==> config.mk <==
export PLATFORM = sky130hd
export DESIGN_NAME = vp_pattern_gen_flat
export DESIGN_NICKNAME = d
export VERILOG_FILES = /design/src/rtl/vp_pattern_gen_if.sv /design/src/rtl/vp_pattern_gen.sv /design/src/flat_wrapper.sv
export SDC_FILE = /design/constraint.sdc
export NUM_CORES = 1
export LEC_CHECK = 0
export CAP_MARGIN = 20
export CORE_MARGIN = 1.5
export CORE_UTILIZATION = 54
export CTS_CLUSTER_SIZE = 40
export DETAILED_ROUTE_END_ITERATION = 6
export PLACE_DENSITY = 0.82
export RECOVER_POWER = 100
export SETUP_SLACK_MARGIN = 0.05
export SLEW_MARGIN = 15
export SYNTH_ARGS = -nofsm -noshare
export SYNTH_HDL_FRONTEND = slang
export SYNTH_SLANG_ARGS = --single-unit
==> constraint.sdc <==
create_clock -name clk -period 2.3 [get_ports clk]
set_input_delay 0.345 -clock clk [delete_from_list [all_inputs] [get_ports clk]]
set_output_delay 0.345 -clock clk [all_outputs]
set_load 0.02 [all_outputs]
==> src/rtl/vp_pattern_gen_if.sv <==
// Raw video stream bundle: run control and pattern select in, timing/pixel stream and status out.
// The master side is the pattern generator; the slave side is the stream consumer.
interface vp_pattern_gen_if;
    logic        en;
    logic [1:0]  pattern;
    logic        de_out;
    logic        h_sync_out;
    logic        v_sync_out;
    logic [23:0] pixel_out;
    logic        frame_start;
    logic        busy;

    modport master (
        input  en,
        input  pattern,
        output de_out,
        output h_sync_out,
        output v_sync_out,
        output pixel_out,
        output frame_start,
        output busy
    );

    modport slave (
        output en,
        output pattern,
        input  de_out,
        input  h_sync_out,
        input  v_sync_out,
        input  pixel_out,
        input  frame_start,
        input  busy
    );
endinterface

==> src/rtl/vp_pattern_gen.sv <==
// Self-timed video source: programmable raster timing, four test patterns and
// frame-aligned start/stop. All stream outputs are registered one clock after decode.
module vp_pattern_gen #(
    parameter int H_ACTIVE = 64,
    parameter int H_FP     = 4,
    parameter int H_SYNC   = 8,
    parameter int H_BP     = 4,
    parameter int V_ACTIVE = 48,
    parameter int V_FP     = 2,
    parameter int V_SYNC   = 2,
    parameter int V_BP     = 2,
    parameter bit SYNC_POL = 1'b1
) (
    input  logic             clk,
    input  logic             rst,
    vp_pattern_gen_if.master vid
);
    localparam int H_TOTAL = H_ACTIVE + H_FP + H_SYNC + H_BP;
    localparam int V_TOTAL = V_ACTIVE + V_FP + V_SYNC + V_BP;
    localparam int HW      = $clog2(H_TOTAL);
    localparam int VW      = $clog2(V_TOTAL);
    localparam int BAR_W   = H_ACTIVE / 8;
    localparam int HS_BEG  = H_ACTIVE + H_FP;
    localparam int HS_END  = H_ACTIVE + H_FP + H_SYNC;
    localparam int VS_BEG  = V_ACTIVE + V_FP;
    localparam int VS_END  = V_ACTIVE + V_FP + V_SYNC;

    localparam logic [HW-1:0] H_LAST = HW'(H_TOTAL - 1);
    localparam logic [VW-1:0] V_LAST = VW'(V_TOTAL - 1);

    typedef enum logic [1:0] {
        S_IDLE  = 2'd0,
        S_RUN   = 2'd1,
        S_DRAIN = 2'd2
    } state_t;

    state_t          r_state;
    logic [HW-1:0]   r_hcnt;
    logic [VW-1:0]   r_vcnt;
    logic [1:0]      r_pat_q;
    logic            r_de;
    logic            r_hs;
    logic            r_vs;
    logic [23:0]     r_pix;
    logic            r_fs;
    logic            r_busy;

    logic [31:0]     w_h32;
    logic [31:0]     w_v32;
    logic            w_de;
    logic            w_hs_act;
    logic            w_vs_act;
    logic            w_last;
    logic            w_origin;
    logic [2:0]      w_bar_idx;
    logic [2:0]      w_chan_off;
    logic [23:0]     w_bar_rgb;
    logic [23:0]     w_pix;

    assign w_h32    = 32'(r_hcnt);
    assign w_v32    = 32'(r_vcnt);
    assign w_de     = (w_h32 < H_ACTIVE) && (w_v32 < V_ACTIVE);
    assign w_hs_act = (w_h32 >= HS_BEG) && (w_h32 < HS_END);
    assign w_vs_act = (w_v32 >= VS_BEG) && (w_v32 < VS_END);
    assign w_last   = (r_hcnt == H_LAST) && (r_vcnt == V_LAST);
    assign w_origin = (r_hcnt == '0) && (r_vcnt == '0);

    // Bar order W,Y,C,G,M,R,B,K: R is off when idx[1], G when idx[2], B when idx[0].
    assign w_bar_idx  = 3'(w_h32 / BAR_W);
    assign w_chan_off = {w_bar_idx[1], w_bar_idx[2], w_bar_idx[0]};

    generate
        for (genvar gi = 0; gi < 3; gi++) begin : g_bar_chan
            assign w_bar_rgb[gi*8 +: 8] = {8{~w_chan_off[gi]}};
        end
    endgenerate

    always_comb begin
        w_pix = 24'h000000;
        case (r_pat_q)
            2'd0:    w_pix = w_bar_rgb;
            2'd1:    w_pix = {3{w_h32[7:0]}};
            2'd2:    w_pix = (w_h32[3] ^ w_v32[3]) ? 24'hFFFFFF : 24'h000000;
            default: w_pix = 24'hFF0000;
        endcase
    end

    always_ff @(posedge clk or posedge rst) begin
        if (rst) begin
            r_state <= S_IDLE;
            r_hcnt  <= '0;
            r_vcnt  <= '0;
            r_pat_q <= 2'd0;
            r_de    <= 1'b0;
            r_hs    <= ~SYNC_POL;
            r_vs    <= ~SYNC_POL;
            r_pix   <= 24'h000000;
            r_fs    <= 1'b0;
            r_busy  <= 1'b0;
        end else begin
            case (r_state)
                S_IDLE: begin
                    r_hcnt <= '0;
                    r_vcnt <= '0;
                    r_de   <= 1'b0;
                    r_hs   <= ~SYNC_POL;
                    r_vs   <= ~SYNC_POL;
                    r_pix  <= 24'h000000;
                    r_fs   <= 1'b0;
                    r_busy <= vid.en;
                    if (vid.en) begin
                        r_pat_q <= vid.pattern;
                        r_state <= S_RUN;
                    end
                end
                S_RUN, S_DRAIN: begin
                    r_de   <= w_de;
                    r_hs   <= w_hs_act ? SYNC_POL : ~SYNC_POL;
                    r_vs   <= w_vs_act ? SYNC_POL : ~SYNC_POL;
                    r_pix  <= w_de ? w_pix : 24'h000000;
                    r_fs   <= w_origin;
                    // Stays high through the last frame cycle; drops the edge after.
                    r_busy <= 1'b1;
                    if (w_last) begin
                        r_hcnt <= '0;
                        r_vcnt <= '0;
                        if ((r_state == S_RUN) && vid.en) begin
                            r_pat_q <= vid.pattern;
                        end else begin
                            r_state <= S_IDLE;
                        end
                    end else begin
                        if (r_hcnt == H_LAST) begin
                            r_hcnt <= '0;
                            r_vcnt <= r_vcnt + VW'(1);
                        end else begin
                            r_hcnt <= r_hcnt + HW'(1);
                        end
                        if ((r_state == S_RUN) && !vid.en) begin
                            r_state <= S_DRAIN;
                        end
                    end
                end
                default: begin
                    r_state <= S_IDLE;
                    r_hcnt  <= '0;
                    r_vcnt  <= '0;
                end
            endcase
        end
    end

    assign vid.de_out      = r_de;
    assign vid.h_sync_out  = r_hs;
    assign vid.v_sync_out  = r_vs;
    assign vid.pixel_out   = r_pix;
    assign vid.frame_start = r_fs;
    assign vid.busy        = r_busy;
endmodule

==> src/flat_wrapper.sv <==
// flat-port wrapper written by rule: the top's interface ports become plain ports
module vp_pattern_gen_flat 
#(
    parameter int H_ACTIVE = 64,
    parameter int H_FP     = 4,
    parameter int H_SYNC   = 8,
    parameter int H_BP     = 4,
    parameter int V_ACTIVE = 48,
    parameter int V_FP     = 2,
    parameter int V_SYNC   = 2,
    parameter int V_BP     = 2,
    parameter bit SYNC_POL = 1'b1
)
  (clk, rst, vid_en, vid_pattern, vid_de_out, vid_h_sync_out, vid_v_sync_out, vid_pixel_out, vid_frame_start, vid_busy);
  vp_pattern_gen_if vid_i ();
  input  logic clk;
  input  logic rst;
  input wire logic [$bits(vid_i.en)-1:0] vid_en;
  input wire logic [$bits(vid_i.pattern)-1:0] vid_pattern;
  output wire logic [$bits(vid_i.de_out)-1:0] vid_de_out;
  output wire logic [$bits(vid_i.h_sync_out)-1:0] vid_h_sync_out;
  output wire logic [$bits(vid_i.v_sync_out)-1:0] vid_v_sync_out;
  output wire logic [$bits(vid_i.pixel_out)-1:0] vid_pixel_out;
  output wire logic [$bits(vid_i.frame_start)-1:0] vid_frame_start;
  output wire logic [$bits(vid_i.busy)-1:0] vid_busy;
  assign vid_i.en = vid_en;
  assign vid_i.pattern = vid_pattern;
  assign vid_de_out = vid_i.de_out;
  assign vid_h_sync_out = vid_i.h_sync_out;
  assign vid_v_sync_out = vid_i.v_sync_out;
  assign vid_pixel_out = vid_i.pixel_out;
  assign vid_frame_start = vid_i.frame_start;
  assign vid_busy = vid_i.busy;
  vp_pattern_gen #(.H_ACTIVE(H_ACTIVE), .H_FP(H_FP), .H_SYNC(H_SYNC), .H_BP(H_BP), .V_ACTIVE(V_ACTIVE), .V_FP(V_FP), .V_SYNC(V_SYNC), .V_BP(V_BP), .SYNC_POL(SYNC_POL)) u_core (.clk(clk), .rst(rst), .vid(vid_i));
endmodule
==> results of run 1 <==
-- per-layer routing --
| layer | vias to the layer above | share of wire (%) | track usage (%) |
|---|---|---|---|
| li1 | 854 | - | - |
| met1 | 862 | 46 | 29.3 |
| met2 | 42 | 49 | 36.8 |
| met3 | 4 | 4.2 | 4.44 |
| met4 | 0 | 0.58 | 4.50 |
| met5 | - | 0 | 0 |
-- per-stage QoR --
stage / cells / util, % / total power [W] / hold WS [ns] / instance area, sq um
after detailed placement: 305 / 65.7 / 0.00297 / 0.468 / 2670
after global placement: 305 / 65.7 / 0.00291 / 0.467 / 2670
final: 313 / 67.9 / 0.00354 / 0.482 / 2760
after CTS: 313 / 69.3 / 0.00370 / 0.399 / 2810
after floorplan: 232 / - / 0.00245 / 0.465 / 2310
after global routing: 313 / 67.9 / 0.00379 / 0.504 / 2760
-- placed cells by master, fill, tap and decap left out, types with 3 or more instances in the layout --
cell type	n
nor3_1	3
nor3b_1	4
inv_1	10
dlygate4sd3_1	30
nor2b_1	4
o211ai_1	13
dfrtp_1	46
xnor2_1	5
nand2_1	48
clkdlybuf4s50_1	3
nand3_1	4
ha_1	9
a21boi_0	6
and3_1	6
mux2_2	3
nor2_1	12
o21ai_0	12
a21oi_1	4
clkbuf_8	6
-- state kept, by name, indices dropped and copies added (netlist names) --
register                flops
u_core.vid.pixel_out       24
u_core.r_hcnt               7
u_core.r_vcnt               6
u_core.r_pat_q              2
u_core.r_state              2
u_core.vid.busy             1
u_core.vid.de_out           1
u_core.vid.frame_start      1
u_core.vid.h_sync_out       1
u_core.vid.v_sync_out       1
-- worst paths after layout --
path / slack (ns) / cells past startpoint / to / from
max in group asynchronous: 0.75 / 3 / u_core.vid.pixel_out[13]$_DFFE_PP0P_ / rst
max reg2reg: 0.29 / 6 / u_core.vid.pixel_out[21]$_DFFE_PP0P_ / u_core.r_state[0]$_DFFE_PP0P_
min in group asynchronous: 0.50 / 2 / u_core.r_state[0]$_DFFE_PP0P_ / rst
min reg2reg: 0.48 / 2 / u_core.vid.pixel_out[14]$_DFFE_PP0P_ / u_core.vid.pixel_out[14]$_DFFE_PP0P_
min: 0.48 / 2 / u_core.vid.pixel_out[14]$_DFFE_PP0P_ / u_core.vid.pixel_out[14]$_DFFE_PP0P_
max: 0.29 / 6 / u_core.vid.pixel_out[21]$_DFFE_PP0P_ / u_core.r_state[0]$_DFFE_PP0P_
-- worst max-delay path, delay by kind of cell (launching register included) --
family                     cells  cell delay, ns
AOI/OAI and AO/OA              2            0.59
adders and majority gates      1            0.30
buffers and inverters          1            0.09
DFF                            1            0.39
and+or+nand+nor                2            0.55
-- power groups by stage --
| stage | Clock [W] | Combinational (W) | Sequential (W) |
|---|---|---|---|
| after CTS | 0.000740 | 0.00174 | 0.00123 |
| after detailed placement | 0 | 0.00173 | 0.00124 |
| after global routing | 0.000773 | 0.00177 | 0.00125 |
| final | 0.000736 | 0.00159 | 0.00122 |
| after global placement | 0 | 0.00167 | 0.00123 |
| after floorplan | 0 | 0.00107 | 0.00138 |
-- kinds of logic after synthesis --
kind of cell / after synthesis / synth area share, %
buffers and inverters: 24 / 4.92
xor gates and xnor gates: 7 / 2.65
and+or+nand+nor: 94 / 19.8
AOI/OAI and AO/OA: 48 / 16.1
DFF: 46 / 49.8
adders and majority gates: 9 / 4.87
muxes: 4 / 1.89
-- cell type report --
type | instances | area, sq um
clock inverters | 2 | 60.1
flip-flops and latches | 46 | 1150
clock buffers | 6 | 82.6
fillers | 322 | 1300
multi-input cells | 162 | 1010
repair buffers | 36 | 347
well taps | 50 | 62.6
inverters | 11 | 41.3
==> impl_metrics.yaml, run 1 <==
worst_setup_path:
  required_ns: 2.51
  crit_type: "reg -> reg"
  worst_ep_arrival_time_ns: 2.22
  start_kind: "flip-flop"
  crit_slowest_cell: "or3_1"
  cp-end-kind: "flip-flop"
  crit_chain: "inv_1, ha_1, nand2b_1, or3_1, a311o_1, o211ai_1"
  crit_path_max_fanout: 9
  cpPeakStageDelay_ns: 0.46
logic_synthesis:
  synth_edf_count: 0
  yosysTopAreaCellShare_pct: 49.8
  synth-seq-cells: 46
  synth_area_leaders: "dfrtp_1 (50%), nand2_1 (7.8%), ha_1 (4.9%)"
  synth_most_common_cell: "nand2_1"
  synthesis.area_sq_um: 2310
  synth_common_cells: "nand2_1 (48), dfrtp_1 (46), nor2_1 (12)"
  synth-main-ff-cell: "dfrtp_1"
  ys_types: 41
  post_synth.cell_area_avg_sq_um: 9.97
  synth_nets: 246
  syn_inst: 232
  ys_seq_area_share_pct: 49.8
  async_reset_ff_share_pct: 100
  synth_top_area_cell: "dfrtp_1"
  ys_warn_count: 0
clock_tree:
  postCtsResizedCells: 0
  htreeDepth: 2
  clock_latency_ns: 0.30
  root_buffer: "clkbuf_8"
  clk_pin_slew_worst_paths_ns: 0.09
  clock_sinks: 46
  postCtsSetupBuffers: 0
  clockBufferDepth: 2
  cts_tree: "built"
  cts_hold_buf: 0
  numCtsBuffers: 5
placed_design:
  dpl_worst_slack_ns: 0.305
  routabilityCongestion: 0.829
  place_hpwl_um: 3280
  port_buffers: 33
pwr:
  net-switching-power_w: 0.00141
  p_int_w: 0.00213
  p_seq_share_pct: 34.4
  swShare_pct: 39.9
  clockPowerShare_pct: 20.8
  power.leakage_nw: 1.29
  p_comb_share_pct: 44.9
  vdd_drop_max_mv: 0.748
  power_density_nw_per_um2: 1290
drt:
  first_iter_violations: 126
  dr_total_vias: 1762
  ant_nets: 0
  wire_per_inst_um: 15.0
  dr.pass1.iters: 4
  via_per_inst: 5.63
  drcViolationCount: 0
  wirelength_um: 4690
timing:
  tightest_slew_ns: 0.709
  skew_ns: 0.00969
  finalHoldViolations: 0
  setup_viol: 0
  fmax_ghz: 0.496
  layout_setup_ws_ns: 0.285
  finalCritPeriodShare_pct: 87.6
  relSlewSlack_pct: 52.8
  fin_crit_ns: 2.01
  tns_ns: 0
  maxSlewViolCount: 0
  rsz0062_at_grt: "no"
final_layout:
  drive_above_1_share_pct: 7.22
  n_antenna_cell: 0
  area_growth_pct: 19.2
  final_nets: 276
run:
  drv_cap: 0
die:
  rows: 23
  coreArea_sq_um: 4060
  io-pin-count: 34
  die_w_um: 68.4
  dieArea_sq_um: 4680
  die_y_um: 68.4
  initial_core_util_pct: 57.0
global_routing:
  grt_overflow: 0
  grt_start_max_net_pins: 32
  grt_pass1_wl_um: 7640
  antenna_found_initial: 0
  first_global_vias: 1610
  track_usage_pct: 21.9
run_status:
  status: "complete, no violations"
min_path:
  min_path_type: "reg -> reg"
(Power assumes the default switching activity.)
==> run 2, diff against run 1 <==
--- a/config.mk
+++ b/config.mk
@@ -5,7 +5,6 @@
 export SDC_FILE = /design/constraint.sdc
 export NUM_CORES = 1
 export LEC_CHECK = 0
-export CAP_MARGIN = 20
 export CORE_MARGIN = 1.5
 export CORE_UTILIZATION = 54
 export CTS_CLUSTER_SIZE = 40
==> constraint.sdc (replaced) <==
create_clock -name clk -period 2.3 [get_ports clk]
set_input_delay 0.575 -clock clk [delete_from_list [all_inputs] [get_ports clk]]
set_output_delay 0.575 -clock clk [all_outputs]
set_load 0.02 [all_outputs]
==> run 2 against run 1 <==
  * Routed wire length down 3.1%
  * Combinational power about the same
  * Setup slack worse by 0.012 ns
  * Via count about the same
  * Clock power shrank 30%
  * Clock-buffer cell count is the same
  * Maximum frequency is 0.58% lower
  * Hold slack got worse by 0.0020 ns
  * Die area unchanged
  * Largest cell class unchanged
==> impl_metrics.yaml, run 2 (synthesized netlist as in run 1, its figures left out) <==
timing:
  finalHoldViolations: 0
  setup_viol: 0
  skew_ns: 0.00721
  whs_ns: 0.480
  maxSlewViolCount: 0
  finalCritPeriodShare_pct: 88.1
  fmax_ghz: 0.493
  fin_crit_ns: 2.03
  rsz0062_at_grt: "no"
  tightest_slew_ns: 1.14
  layout_setup_ws_ns: 0.273
  relSlewSlack_pct: 24.3
  tns_ns: 0
run:
  drv_cap: 0
drt:
  wire_per_inst_um: 14.5
  wirelength_um: 4540
  wl_met2_um: 2160
  first_iter_violations: 115
  ant_nets: 0
  met3_length_um: 158
  highest_layer: "met4"
  dr.pass1.iters: 4
  drt-met1-wl_um: 2160
  dr_total_vias: 1763
  drcViolationCount: 0
  via_per_inst: 5.63
die:
  coreArea_sq_um: 4060
  rows: 23
  dieArea_sq_um: 4680
  io-pin-count: 34
  initial_core_util_pct: 57.0
  die_y_um: 68.4
  die_w_um: 68.4
global_routing:
  track_usage_pct: 21.7
  grt_overflow: 0
  grt_start_max_net_pins: 47
  first_global_vias: 1611
  grt_pass1_wl_um: 7540
  antenna_found_initial: 0
worst_setup_path:
  worst_ep_arrival_time_ns: 2.24
  crit_path_max_fanout: 15
  crit_type: "reg -> reg"
  crit_cells: 6
  cp-end-kind: "flip-flop"
  cpPeakStageDelay_ns: 0.45
  crit_slowest_cell: "or3_1"
  worstRegToRegCells: 6
  required_ns: 2.51
  critPathTopFamily: "compound AO/OA/AOI/OAI gates"
  crit_chain: "inv_1, ha_1, nand2b_1, or3_1, a21o_1, o211ai_1"
  critPathBufInv: 1
  start_kind: "flip-flop"
clock_tree:
  postCtsResizedCells: 0
  postCtsSetupBuffers: 0
  clock_latency_ns: 0.30
  clockBufferDepth: 2
  htreeDepth: 2
  clk_pin_slew_worst_paths_ns: 0.09
  cts_tree: "built"
  root_buffer: "clkbuf_8"
  clock_sinks: 46
  numCtsBuffers: 5
  cts_hold_buf: 0
final_layout:
  fin_util_pct: 66.7
  area_growth_pct: 17.0
  final_cell_mix: "nand2_1 (48), dfrtp_1 (46), dlygate4sd3_1 (30)"
  largest_reg_flops: 24
  final_nets: 276
  drive_above_1_share_pct: 6.84
  final_common_cell: "nand2_1"
  n_antenna_cell: 0
pwr:
  vdd_drop_max_mv: 0.569
  power.leakage_nw: 1.27
  power_density_nw_per_um2: 1210
min_path:
  hold_depth: 2
  min_path_type: "reg -> reg"
placed_design:
  routabilityCongestion: 0.803
  dpl_worst_slack_ns: 0.318
  place_hpwl_um: 3250
  port_buffers: 33
run_status:
  status: "complete, no violations"
## run 2: tightest hold or removal path, cell delays in order (launching register included)
cell and delay (ns):
dfrtp_1 0.34, nand2_1 0.05, nand2_1 0.05
## run 2: metal layers
layer	global-route usage, %	up-vias
met3	5.43	8
li1	-	852
met4	7.00	0
met5	0	-
met2	33.1	30
met1	30.4	873
## run 2: path summary, 6_finish.rpt
| kind | slack (ns) | start | end |
|---|---|---|---|
| setup / recovery | 0.27 | u_core.r_state[1]$_DFFE_PP0P_ | u_core.vid.pixel_out[10]$_DFFE_PP0P_ |
| setup reg to reg | 0.27 | u_core.r_state[1]$_DFFE_PP0P_ | u_core.vid.pixel_out[10]$_DFFE_PP0P_ |
| max in group asynchronous | 0.53 | rst | u_core.r_hcnt[2]$_DFF_PP0_ |
| min in group asynchronous | 1.08 | rst | u_core.vid.busy$_DFFE_PP0P_ |
| hold reg to reg | 0.48 | u_core.vid.pixel_out[14]$_DFFE_PP0P_ | u_core.vid.pixel_out[14]$_DFFE_PP0P_ |
| hold / removal | 0.48 | u_core.vid.pixel_out[14]$_DFFE_PP0P_ | u_core.vid.pixel_out[14]$_DFFE_PP0P_ |
## run 2: final cells by class
| type | count | area (sq um) |
|---|---|---|
| multi-input cells | 162 | 1010 |
| fillers | 337 | 1350 |
| clock inverters | 2 | 12.5 |
| well taps | 50 | 62.6 |
| inverters | 11 | 41.3 |
| flip-flops and latches | 46 | 1150 |
| repair buffers | 36 | 347 |
| clock buffers | 6 | 82.6 |
## run 2: stage by stage
step / area [sq um] / cells / total power, W
5_1_grt: 2710 / 313 / 0.00356
3_3_place_gp: 2670 / 305 / 0.00290
3_5_place_dp: 2670 / 305 / 0.00297
2_1_floorplan: 2310 / 232 / 0.00245
4_1_cts: 2760 / 313 / 0.00349
6_report: 2710 / 313 / 0.00329
## run 2: report_power, final
group          total (W)  internal, W  switching [W]
logic            0.00156     0.000612       0.000952
clock network   0.000512     0.000242       0.000271
registers        0.00121      0.00105       0.000163
